<file path="config.mk">
export PLATFORM = sky130hd
export DESIGN_NAME = ps2_scancode_sequencer
export DESIGN_NICKNAME = d
export VERILOG_FILES = /design/src/rtl/ps2_scancode_sequencer.sv
export SDC_FILE = /design/constraint.sdc
export NUM_CORES = 1
export LEC_CHECK = 0
export ABC_AREA = 0
export CAP_MARGIN = 20
export CORE_MARGIN = 10
export CORE_UTILIZATION = 50
export DETAILED_ROUTE_END_ITERATION = 6
export PLACE_DENSITY = 0.71
export SLEW_MARGIN = 20
export SYNTH_ARGS = -nofsm -noshare
export SYNTH_HDL_FRONTEND = slang
export SYNTH_SLANG_ARGS = --single-unit
</file>
<file path="constraint.sdc">
create_clock -name CLOCK_50 -period 5.7 [get_ports CLOCK_50]
set_clock_uncertainty 0.1 [all_clocks]
set_input_delay 1.425 -clock CLOCK_50 [delete_from_list [all_inputs] [get_ports CLOCK_50]]
set_output_delay 1.425 -clock CLOCK_50 [all_outputs]
set_load 0.005 [all_outputs]
</file>
<file path="src/rtl/ps2_scancode_sequencer.sv">
`default_nettype none
// ============================================================================
// Module      : ps2_scancode_sequencer
// Description : Turns the raw PS/2 Set-2 byte stream from PS2_Controller into
//               one event per completed make/break code. It tracks the E0
//               (extended) and F0 (break) prefixes and keeps held/press state
//               for the Enter, Left and Right game keys.
// Ports       : CLOCK_50            system clock, posedge
//               resetn              asynchronous active-low reset
//               flush               synchronous clear of FSM and held flags
//               rx_data/rx_valid    byte stream from PS2_Controller
//               code_valid          one-cycle pulse per decoded code
//               code_byte/ext/break last decoded code, held until the next one
//               *_held              key currently down
//               *_press             one-cycle pulse on a 0->1 held transition
//               seq_err             one-cycle pulse on an aborted prefix sequence
// Revision    : 1.0 - initial release
// ============================================================================
module ps2_scancode_sequencer #(
  parameter logic [7:0] KEY_ENTER      = 8'h5A,
  parameter logic [7:0] KEY_LEFT       = 8'h6B,
  parameter logic [7:0] KEY_RIGHT      = 8'h74,
  parameter bit         ARROW_EXT_ONLY = 1'b1,
  parameter int         TIMEOUT_CYC    = 50000
) (
  input  logic       CLOCK_50,
  input  logic       resetn,
  input  logic       flush,
  input  logic [7:0] rx_data,
  input  logic       rx_valid,
  output logic       code_valid,
  output logic [7:0] code_byte,
  output logic       code_ext,
  output logic       code_break,
  output logic       enter_held,
  output logic       left_held,
  output logic       right_held,
  output logic       enter_press,
  output logic       left_press,
  output logic       right_press,
  output logic       seq_err
);

  localparam int             c_CNT_W   = $clog2(TIMEOUT_CYC + 1);
  localparam logic [c_CNT_W-1:0] c_TIMEOUT = c_CNT_W'(TIMEOUT_CYC);

  localparam logic [1:0] c_IDLE    = 2'd0;
  localparam logic [1:0] c_EXT     = 2'd1;
  localparam logic [1:0] c_BRK     = 2'd2;
  localparam logic [1:0] c_EXT_BRK = 2'd3;

  localparam logic [7:0] c_PFX_EXT = 8'hE0;
  localparam logic [7:0] c_PFX_BRK = 8'hF0;

  logic [1:0]         r_state;
  logic [1:0]         w_state_nxt;
  logic [c_CNT_W-1:0] r_cnt;
  logic [c_CNT_W-1:0] w_cnt_nxt;
  logic [c_CNT_W-1:0] w_cnt_inc;
  logic               w_emit;
  logic               w_ext;
  logic               w_brk;
  logic               w_err;
  logic               w_ignore;
  logic               w_is_pfx;

  // Keyboard housekeeping bytes (BAT, ACK, resend, echo, error) that carry no key.
  assign w_ignore = (rx_data == 8'hAA) || (rx_data == 8'hFA) || (rx_data == 8'hFE) ||
                    (rx_data == 8'hEE) || (rx_data == 8'h00) || (rx_data == 8'hFF);
  assign w_is_pfx = (rx_data == c_PFX_EXT) || (rx_data == c_PFX_BRK);
  assign w_cnt_inc = r_cnt + 1'b1;

  // --------------------------------------------------------------------------
  // State register
  // --------------------------------------------------------------------------
  always_ff @(posedge CLOCK_50 or negedge resetn) begin
    if (!resetn) begin
      r_state <= c_IDLE;
      r_cnt   <= '0;
    end else begin
      r_state <= w_state_nxt;
      r_cnt   <= w_cnt_nxt;
    end
  end

  // --------------------------------------------------------------------------
  // Next-state logic, including the prefix timeout
  // --------------------------------------------------------------------------
  always_comb begin
    w_state_nxt = r_state;
    w_cnt_nxt   = r_cnt;
    w_emit      = 1'b0;
    w_ext       = 1'b0;
    w_brk       = 1'b0;
    w_err       = 1'b0;
    if (flush) begin
      w_state_nxt = c_IDLE;
      w_cnt_nxt   = '0;
    end else if (rx_valid) begin
      // A byte arriving on the expiry cycle wins over the timeout.
      w_cnt_nxt = '0;
      case (r_state)
        c_IDLE: begin
          if (rx_data == c_PFX_EXT)      w_state_nxt = c_EXT;
          else if (rx_data == c_PFX_BRK) w_state_nxt = c_BRK;
          else if (!w_ignore)            w_emit      = 1'b1;
        end
        c_EXT: begin
          if (rx_data == c_PFX_BRK)      w_state_nxt = c_EXT_BRK;
          else if (rx_data == c_PFX_EXT) w_state_nxt = c_EXT;
          else begin
            w_state_nxt = c_IDLE;
            w_emit      = 1'b1;
            w_ext       = 1'b1;
          end
        end
        c_BRK: begin
          w_state_nxt = c_IDLE;
          if (w_is_pfx) w_err = 1'b1;
          else begin
            w_emit = 1'b1;
            w_brk  = 1'b1;
          end
        end
        default: begin
          w_state_nxt = c_IDLE;
          if (w_is_pfx) w_err = 1'b1;
          else begin
            w_emit = 1'b1;
            w_ext  = 1'b1;
            w_brk  = 1'b1;
          end
        end
      endcase
    end else if (r_state != c_IDLE) begin
      if (w_cnt_inc == c_TIMEOUT) begin
        w_state_nxt = c_IDLE;
        w_cnt_nxt   = '0;
        w_err       = 1'b1;
      end else begin
        w_cnt_nxt = w_cnt_inc;
      end
    end else begin
      w_cnt_nxt = '0;
    end
  end

  // --------------------------------------------------------------------------
  // Output logic: key matching and held/press updates
  // --------------------------------------------------------------------------
  logic w_arrow_ok;
  logic w_hit_enter, w_hit_left, w_hit_right;
  logic w_enter_held_nxt, w_left_held_nxt, w_right_held_nxt;
  logic w_enter_press_nxt, w_left_press_nxt, w_right_press_nxt;

  assign w_arrow_ok  = w_ext || !ARROW_EXT_ONLY;
  assign w_hit_enter = w_emit && (rx_data == KEY_ENTER);
  assign w_hit_left  = w_emit && w_arrow_ok && (rx_data == KEY_LEFT);
  assign w_hit_right = w_emit && w_arrow_ok && (rx_data == KEY_RIGHT);

  always_comb begin
    w_enter_held_nxt  = enter_held;
    w_left_held_nxt   = left_held;
    w_right_held_nxt  = right_held;
    // Press only on a make that finds the key up; typematic repeats are silent.
    w_enter_press_nxt = w_hit_enter && !w_brk && !enter_held;
    w_left_press_nxt  = w_hit_left  && !w_brk && !left_held;
    w_right_press_nxt = w_hit_right && !w_brk && !right_held;
    if (w_hit_enter) w_enter_held_nxt = !w_brk;
    if (w_hit_left)  w_left_held_nxt  = !w_brk;
    if (w_hit_right) w_right_held_nxt = !w_brk;
    if (flush) begin
      w_enter_held_nxt = 1'b0;
      w_left_held_nxt  = 1'b0;
      w_right_held_nxt = 1'b0;
    end
  end

  always_ff @(posedge CLOCK_50 or negedge resetn) begin
    if (!resetn) begin
      code_valid  <= 1'b0;
      code_byte   <= 8'h00;
      code_ext    <= 1'b0;
      code_break  <= 1'b0;
      enter_held  <= 1'b0;
      left_held   <= 1'b0;
      right_held  <= 1'b0;
      enter_press <= 1'b0;
      left_press  <= 1'b0;
      right_press <= 1'b0;
      seq_err     <= 1'b0;
    end else begin
      code_valid  <= w_emit;
      if (w_emit) begin
        code_byte  <= rx_data;
        code_ext   <= w_ext;
        code_break <= w_brk;
      end
      enter_held  <= w_enter_held_nxt;
      left_held   <= w_left_held_nxt;
      right_held  <= w_right_held_nxt;
      enter_press <= w_enter_press_nxt;
      left_press  <= w_left_press_nxt;
      right_press <= w_right_press_nxt;
      seq_err     <= w_err;
    end
  end

endmodule
`default_nettype wire

</file>
==> flow_metrics.tcl, run 1 <==
set metrics [dict create \
    status "finished, final reports clean" \
    seqCellArea_um2 900.9 \
    synth-seq-cells 36 \
    min_period_ns 3.585 \
    reg2reg_from "r_cnt[0]$_DFF_PN0_" \
    drt_iter0_markers 80 \
    grt_pass1_vias 1504 \
    maxCapViolCount 0 \
    p_per_area_nw_per_um2 239.6 \
    cp-end-kind "flop" \
    p_comb_frac 0.109 \
    yosys.cell_types.count 45 \
    die_x_um 81.19 \
    cts_sinks 36 \
    fin_area_um2 2290 \
    ios 30 \
    hp-start "left_held$_DFFE_PN0P_" \
    setup_viol_count_final 0 \
    mostFrequentLayoutCells "dfrtp_1 (36), clkdlybuf4s50_1 (29), nor3_1 (17)" \
    clkPwrFrac 0.397 \
    p_seq_frac 0.494 \
    drt-vias-per-instance 5.650 \
    path_max_fanout 9 \
    criticalPathCategory "input pin to flop" \
    drt-pass1-iter-count 4 \
    core-area_um2 3633 \
    reg2regPathDepth 7 \
    finalWeightedCongestion 0.9222 \
    num_antenna_cells 0 \
    finalCritPeriodShare 0.6290 \
    whs_endpoint "left_press$_DFF_PN0_" \
    finalWirelength_um 4162 \
    critPathRequiredTime_ns 5.77 \
    slew-limit-headroom 0.5302 \
    hp-class "flop to flop" \
    dp_hpwl_um 3040 \
    placementRows 22 \
    dieArea_um2 6591 \
    maxSlewViolCount 0 \
    crit_arrival_ns 3.65 \
    grt_max_degree 37 \
    fmax_mhz 278.9 \
    p_sw_frac 0.2146 \
    power.internal_uw 430.9 \
    ff2ff_setup_slack_ns 3.25 \
    r2r-end "seq_err$_DFF_PN0_" \
    clkSlewWorstSetupHoldPaths_ns 0.07 \
    yosysSeqAreaShare 0.4813 \
    postCtsHoldBufs 0 \
    post-place-ws_ns 1.829 \
    syn_area_per_cell_um2 10.70 \
    grt_overflow 0 \
    synth_area_um2 1872 \
    critPathLaunch "rx_data[0]" \
    syn_inst 175 \
    track_usage 0.1371 \
    drc 0 \
    area_delta_synth_final_pct 22.33 \
    grt_pass1_wl_um 7196 \
    clk_latency_ns 0.28 \
    finalPower_uw 548.7 \
    wl_per_cell_um 16.39 \
    p_leak_nw 0.9147 \
    crit_path_start_kind "input pin" \
    setup-tns-final_ns 0 \
    antenna_left 0 \
    peakVddDrop_mv 0.1457 \
    switchingPower_uw 117.7 \
    initial_core_util 0.5152 \
    synth-async-reset-ratio 1.000 \
    yosysWarningCount 0 \
    placed_area_um2 2182 \
    synth_nets 188 \
    die_height_um 81.19 \
    h-tree-depth 2 \
    final_common_cell "dfrtp_1" \
    min_path_cells 1 \
    io_buffers 29 \
    tightestPinTransition_ns 0.6995 \
    hold_violations 0 \
    nets 218 \
    num-fill-cells 332 \
    cts_tree "yes" \
    cts-buffers-inserted 5 \
    post-route-util 0.6302 \
    antenna_found_initial 0 \
    synth_edf_count 0 \
    synthFlopType "dfrtp_1" \
    rsz0062_at_grt "false" \
    setup_slack_ns 2.115 \
    num_vias 1435 \
    layout-drive-gt1-share 0.1456 \
    multi_input_area_um2 904.6 \
    cts_root_buf "clkbuf_8" \
    cts_setup_buffers 0 \
    cts_buffer_depth 2 \
    cts_resized 0 \
]
-- Yosys cell counts (2+ instances only) --
| cell | number | share of area |
|---|---|---|
| dfrtp_1 | 36 | 0.48 |
| o21ai_0 | 5 | 0.013 |
| inv_1 | 3 | 0.0060 |
| nand3b_1 | 2 | 0.0080 |
| mux2_4 | 5 | 0.040 |
| mux2_2 | 3 | 0.018 |
| nor2_1 | 11 | 0.022 |
| o41ai_1 | 2 | 0.0094 |
| xor2_1 | 5 | 0.023 |
| nor4_1 | 5 | 0.017 |
| o31ai_1 | 2 | 0.0080 |
| nor3_1 | 17 | 0.045 |
| and3_2 | 3 | 0.012 |
| nor3_2 | 2 | 0.011 |
| buf_6 | 3 | 0.018 |
| a22o_1 | 2 | 0.0094 |
| xnor2_1 | 9 | 0.042 |
| clkbuf_1 | 3 | 0.0060 |
| nand4_1 | 6 | 0.020 |
| nand3_1 | 11 | 0.029 |
| buf_2 | 2 | 0.0053 |
| a21oi_1 | 4 | 0.011 |
| nor2b_1 | 5 | 0.017 |
| nand2_1 | 6 | 0.012 |
| and3_1 | 3 | 0.010 |
-- per-layer routing --
layer,GRT usage,routed length (µm),part of all wire,vias up
met2,0.2293,2152,0.52,40
li1,-,-,-,702
met1,0.1591,1734,0.42,687
met4,0.04152,39,0.0094,0
met3,0.05298,236,0.057,6
met5,0,0,0,-
-- power by group through the flow --
stage | Combinational, mW | Clock [mW] | Sequential, mW
finish | 0.0600 | 0.218 | 0.271
global route | 0.0651 | 0.236 | 0.272
CTS | 0.0611 | 0.224 | 0.271
detailed placement | 0.0609 | 0 | 0.275
global placement | 0.0597 | 0 | 0.275
floorplan | 0.0219 | 0 | 0.275
-- registers in the layout (all words and copies together) (netlist names) --
| register | flops |
|---|---|
| code_valid | 1 |
| right_held | 1 |
| left_press | 1 |
| enter_press | 1 |
| right_press | 1 |
| enter_held | 1 |
| left_held | 1 |
| r_cnt | 16 |
| code_break | 1 |
| code_byte | 8 |
| r_state | 2 |
| code_ext | 1 |
| seq_err | 1 |
-- stage by stage --
step	hold WS [ns]	cells
after floorplan	0.3488	175
after global placement	0.3432	246
after detailed placement	0.3549	246
after CTS	0.3631	254
after global routing	0.3960	254
final	0.3591	254
-- worst max path at each step --
stage	end	slack (ns)	cells after the start
4_1_cts	code_byte[3]$_DFFE_PN0P_	2.14	7
2_1_floorplan	code_byte[2]$_DFFE_PN0P_	2.71	7
6_report	code_byte[3]$_DFFE_PN0P_	2.11	7
5_1_grt	code_byte[2]$_DFFE_PN0P_	1.99	7
3_3_place_gp	code_byte[2]$_DFFE_PN0P_	1.95	7
3_5_place_dp	code_byte[3]$_DFFE_PN0P_	1.83	7
-- worst max-delay path: stages --
cell	delay (ns)
clkdlybuf4s50_1	0.60
inv_1	0.08
maj3_1	0.36
a21oi_1	0.16
o21a_1	0.18
o31a_1	0.45
mux2_2	0.40
-- area by class of cell --
cell class                      instances  share of cell area
Clock inverter                          2             0.01530
Tap cell                               48             0.02623
Multi-Input combinational cell        128              0.3951
Inverter                                3            0.004918
Clock buffer                            6             0.03169
Sequential cell                        36              0.3934
Timing Repair Buffer                   31              0.1333
-- kinds of logic (layout without fill, tap and decap cells) --
family | count (synthesis) | in the layout | synth area share
adders and majority gates | 2 | 2 | 0.01203
and+or+nand+nor | 81 | 81 | 0.2627
buffers and inverters | 11 | 42 | 0.03543
AOI/OAI and AO/OA | 23 | 23 | 0.08490
DFF | 36 | 36 | 0.4813
xor gates and xnor gates | 14 | 14 | 0.06551
muxes | 8 | 8 | 0.05815
(Power assumes the default switching activity.)
==> run 2: changes to the inputs <==
CORE_UTILIZATION = 48   (was 50)
PLACE_DENSITY = 0.72   (was 0.71)
clock period = 3.19 ns   (was 5.7 ns; I/O delays follow)
==> run 2 against run 1 <==
  * Design area up 0.49%
  * Via count up 1.6%
  * Clock-buffer cell count down 1
  * Worst setup slack worse by 1.7 ns
  * Combinational power up 82%
  * Largest power group unchanged
  * Core utilization down 1.1 points
  * Register-to-register slack worse by 2.4 ns
  * Routed wire length up 1.2%
  * Non-clock buffer count up 1
  * Final cell count up 0.39%
==> flow_metrics.tcl, run 2 (synthesized netlist as in run 1, its figures left out) <==
set metrics [dict create \
    status "finished, final reports clean" \
    dieArea_um2 6797 \
    setup_slack_ns 0.4390 \
    grt_pass1_vias 1505 \
    finalWeightedCongestion 0.8476 \
    cts_setup_buffers 0 \
    finalPower_uw 997.3 \
    grt_overflow 0 \
    io_buffers 29 \
    cpMaxStageDelayCell "clkdlybuf4s50_1" \
    cp-end-kind "flop" \
    track_usage 0.1342 \
    rsz0062_at_grt "false" \
    finalCritPeriodShare 0.8624 \
    clkSlewWorstSetupHoldPaths_ns 0.07 \
    die_height_um 82.45 \
    critPathRequiredTime_ns 3.27 \
    maxCapViolCount 0 \
    maxSlewViolCount 0 \
    setup_viol_count_final 0 \
    layout.cells.non_filler 255 \
    cts_root_buf "clkbuf_8" \
    num_vias 1458 \
    cts_sinks 36 \
    num_antenna_cells 0 \
    finalWirelength_um 4214 \
    tightestPinTransition_ns 0.6773 \
    area_delta_synth_final_pct 22.93 \
    grt_max_degree 37 \
    post-route-util 0.6192 \
    h-tree-depth 2 \
    crit_chain "clkdlybuf4s50_1 -> inv_1 -> maj3_1 -> a21oi_1 -> o21a_1 -> o31a_1 -> buf_4 -> mux2_2" \
    slew-limit-headroom 0.5451 \
    peakVddDrop_mv 0.2987 \
    p_leak_nw 0.9188 \
    reg.largest.list "r_cnt x16, code_byte x8, r_state x2" \
    post-place-ws_ns 0.1369 \
    nets 219 \
    drt-pass1-iter-count 5 \
    post-place-cells 247 \
    largest_register_ffs 16 \
    setup-tns-final_ns 0 \
    core-area_um2 3716 \
    final_common_cell "dfrtp_1" \
    crit_path_start_kind "input pin" \
    antenna_left 0 \
    drt_iter0_markers 59 \
    cts_resized 0 \
    num-fill-cells 345 \
    slowest_delay_ns 0.60 \
    hp-class "flop to flop" \
    mostFrequentLayoutCells "dfrtp_1 (36), clkdlybuf4s50_1 (29), nor3_1 (17)" \
    drt-vias-per-instance 5.718 \
    antenna_found_initial 0 \
    hold_violations 0 \
    grt_pass1_wl_um 7072 \
    ios 30 \
    cts_buffer_depth 2 \
    dp_hpwl_um 3032 \
    initial_core_util 0.5037 \
    fin_area_um2 2301 \
    regMostFlops "r_cnt" \
    criticalPathCategory "input pin to flop" \
    placementRows 22 \
    placed_area_um2 2190 \
    cts_tree "yes" \
    clk_latency_ns 0.29 \
    die_x_um 82.45 \
    postCtsHoldBufs 0 \
    wl_per_cell_um 16.53 \
    layout-drive-gt1-share 0.1546 \
    fmax_mhz 363.5 \
    path_max_fanout 9 \
    min_period_ns 2.751 \
    whs_ns 0.3682 \
    cts-buffers-inserted 5 \
    drc 0 \
    p_per_area_nw_per_um2 433.4 \
    crit_arrival_ns 2.83 \
]
-- run 2: cell types whose count changed in the layout (fill, tap and decap cells not counted), sizes merged --
cell	before	now
buf	2	3
clkbuf	6	5
clkinvlp	0	1
-- run 2: worst max-delay path: cells and delay by family --
family / cells / cell delay [ns]
AO/OA/AOI/OAI: 3 / 0.45
adder cells (fa/ha/maj): 1 / 0.36
buffers and inverters: 3 / 0.87
multiplexers: 1 / 0.35
-- run 2: path summary, 6_finish.rpt --
| check | start | slack [ns] | endpoint | cells past startpoint |
|---|---|---|---|---|
| worst max-delay path | rx_data[0] | 0.44 | code_byte[2]$_DFFE_PN0P_ | 8 |
| worst min-delay path | right_held$_DFFE_PN0P_ | 0.37 | right_press$_DFF_PN0_ | 1 |
| worst max register to register | r_cnt[0]$_DFF_PN0_ | 0.82 | seq_err$_DFF_PN0_ | 7 |
| worst min register to register | right_held$_DFFE_PN0P_ | 0.37 | right_press$_DFF_PN0_ | 1 |
| max in group asynchronous | resetn | 1.85 | code_break$_DFFE_PN0P_ | 2 |
| min in group asynchronous | resetn | 0.81 | r_cnt[8]$_DFF_PN0_ | 2 |
-- run 2: layout make-up --
cell class                 instances  area (µm²)  share of cell area
clock inverter                     3       42.54             0.01849
inverter                           3       11.26            0.004894
timing repair buffer              32       312.8              0.1359
clock buffer                       5       68.82             0.02991
sequential                        36       900.9              0.3915
multi-input combinational        128       904.6              0.3931
tap                               48       60.06             0.02610
-- run 2: per-layer routing --
| layer | global-route usage | vias to the layer above | share of wire |
|---|---|---|---|
| met4 | 0.05102 | 0 | 0.014 |
| met5 | 0 | - | 0 |
| li1 | - | 700 | - |
| met1 | 0.1420 | 720 | 0.41 |
| met3 | 0.05616 | 6 | 0.070 |
| met2 | 0.2325 | 32 | 0.51 |
-- run 2: power breakdown --
| part | switching [mW] | internal, mW |
|---|---|---|
| Combinational | 0.0429 | 0.0658 |
| Sequential | 0.0105 | 0.473 |
| Clock | 0.174 | 0.231 |
==> run 3: changes to the inputs <==
REMOVE_ABC_BUFFERS = 1   (was not set)
==> run 3 against run 2 <==
  * Clock power shrank 26%
  * Fmax grew 0.32%
  * Die area is the same
  * First-iteration DRC count grew 86%
  * Final cell count is the same
  * Combinational power is essentially flat
  * Clock-buffer cell count grew 1
  * Sequential share of layout area grew 0.45 points
  * Global-route usage grew 0.52 points
  * Worst setup slack gained 0.0088 ns
  * Power shrank 11%
  * Sequential power is essentially flat
  * Critical path type unchanged
==> flow_metrics.tcl, run 3 (synthesized netlist as in run 1, its figures left out) <==
set metrics [dict create \
    status "finished, final reports clean" \
    p_seq_frac 0.543 \
    cts-buffers-inserted 5 \
    grt_overflow 0 \
    crit_chain "clkdlybuf4s50_1 -> inv_1 -> maj3_1 -> a21oi_1 -> o21a_1 -> o31a_1 -> buf_4 -> mux2_2" \
    finalWirelength_um 4160 \
    area_delta_synth_final_pct 21.52 \
    drt_iter0_markers 110 \
    min_period_ns 2.742 \
    initial_core_util 0.5037 \
    grt_pass1_vias 1523 \
    core-area_um2 3716 \
    fin_area_um2 2275 \
    regMostFlops "r_cnt" \
    setup-tns-final_ns 0 \
    whs_ns 0.3575 \
    ff2ff_setup_slack_ns 0.75 \
    layout-drive-gt1-share 0.1498 \
    slowest_delay_ns 0.59 \
    io_buffers 29 \
    reg2reg_from "r_cnt[0]$_DFF_PN0_" \
    die_height_um 82.45 \
    drc 0 \
    rsz0062_at_grt "false" \
    maxSlewViolCount 0 \
    postCtsHoldBufs 0 \
    clk_latency_ns 0.28 \
    p_sw_frac 0.2286 \
    power.internal_uw 688.1 \
    criticalPathCategory "input pin to flop" \
    cp-end-kind "flop" \
    switchingPower_uw 203.9 \
    cts_setup_buffers 0 \
    drt-pass1-iter-count 4 \
    cpMaxStageDelayCell "clkdlybuf4s50_1" \
    nets 220 \
    hp-class "flop to flop" \
    finalCritPeriodShare 0.8596 \
    finalPower_uw 892.0 \
    post-place-ws_ns 0.1667 \
    critPathTopFamily "buffers and inverters" \
    clkPwrFrac 0.335 \
    critPathLaunch "rx_data[0]" \
    antenna_left 0 \
    reg.largest.list "r_cnt x16, code_byte x8, r_state x2" \
    p_comb_frac 0.122 \
    ios 30 \
    cts_sinks 36 \
    num_antenna_cells 0 \
    mostFrequentLayoutCells "dfrtp_1 (36), clkdlybuf4s50_1 (29), nor3_1 (17)" \
    antenna_found_initial 0 \
    maxCapViolCount 0 \
    track_usage 0.1393 \
    fmax_mhz 364.7 \
    hp-start "left_held$_DFFE_PN0P_" \
    p_leak_nw 0.9105 \
    critPathRequiredTime_ns 3.26 \
    grt_pass1_wl_um 7355 \
    dp_hpwl_um 3040 \
    drt-vias-per-instance 5.635 \
    peakVddDrop_mv 0.2313 \
    cts_resized 0 \
    cts_buffer_depth 2 \
    crit_arrival_ns 2.81 \
    die_x_um 82.45 \
    h-tree-depth 2 \
    largest_register_ffs 16 \
    tightestPinTransition_ns 0.7194 \
    slew-limit-headroom 0.5168 \
    finalWeightedCongestion 0.8902 \
    placed_area_um2 2197 \
    path_buf_inv 3 \
    placementRows 22 \
    path_max_fanout 9 \
    wl_per_cell_um 16.31 \
    cts_tree "yes" \
    dieArea_um2 6797 \
    crit_path_start_kind "input pin" \
    final_common_cell "dfrtp_1" \
    setup_slack_ns 0.4478 \
    setup_viol_count_final 0 \
    grt_max_degree 37 \
    num_vias 1437 \
    clkSlewWorstSetupHoldPaths_ns 0.06 \
    cts_root_buf "clkbuf_8" \
    hold_violations 0 \
    p_per_area_nw_per_um2 392.2 \
]
-- run 3: cell count changes in the layout (fill, tap and decap cells not counted) --
cell and change:
buf_4 +1, clkbuf_1 +1, clkinvlp_4 -1, bufinv_16 -1
-- run 3: metal layers --
layer / share of wire / GRT usage
met5: 0 / 0
met4: 0.015 / 0.05952
met3: 0.074 / 0.05724
met2: 0.48 / 0.2123
met1: 0.43 / 0.1700
-- run 3: power by group through the flow --
stage	Combinational, mW	Clock (mW)	Sequential, mW
2_1_floorplan	0.0333	0	0.492
3_3_place_gp	0.108	0	0.492
3_5_place_dp	0.111	0	0.491
4_1_cts	0.111	0.308	0.484
5_1_grt	0.119	0.330	0.486
6_report	0.109	0.299	0.484
-- run 3: path summary, 6_finish.rpt --
kind / endpoint / cells past startpoint
setup / recovery: code_byte[2]$_DFFE_PN0P_ / 8
hold reg to reg: left_press$_DFF_PN0_ / 1
min in group asynchronous: r_cnt[2]$_DFF_PN0_ / 2
max in group asynchronous: code_byte[3]$_DFFE_PN0P_ / 2
hold / removal: left_press$_DFF_PN0_ / 1
setup reg to reg: seq_err$_DFF_PN0_ / 7
-- run 3: final cells by class --
| type | instances | area (µm²) |
|---|---|---|
| Fill cell | 309 | 1441 |
| Multi-Input combinational cell | 128 | 904.6 |
| Sequential cell | 36 | 900.9 |
| Timing Repair Buffer | 33 | 320.3 |
| Clock buffer | 6 | 72.57 |
| Tap cell | 48 | 60.06 |
| Inverter | 3 | 11.26 |
| Clock inverter | 1 | 5.005 |
-- run 3: through the flow --
step / std cells / util
finish: 255 / 0.6121
global route: 255 / 0.6121
CTS: 255 / 0.6121
detailed placement: 248 / 0.5912
global placement: 248 / 0.5912
floorplan: 167 / -
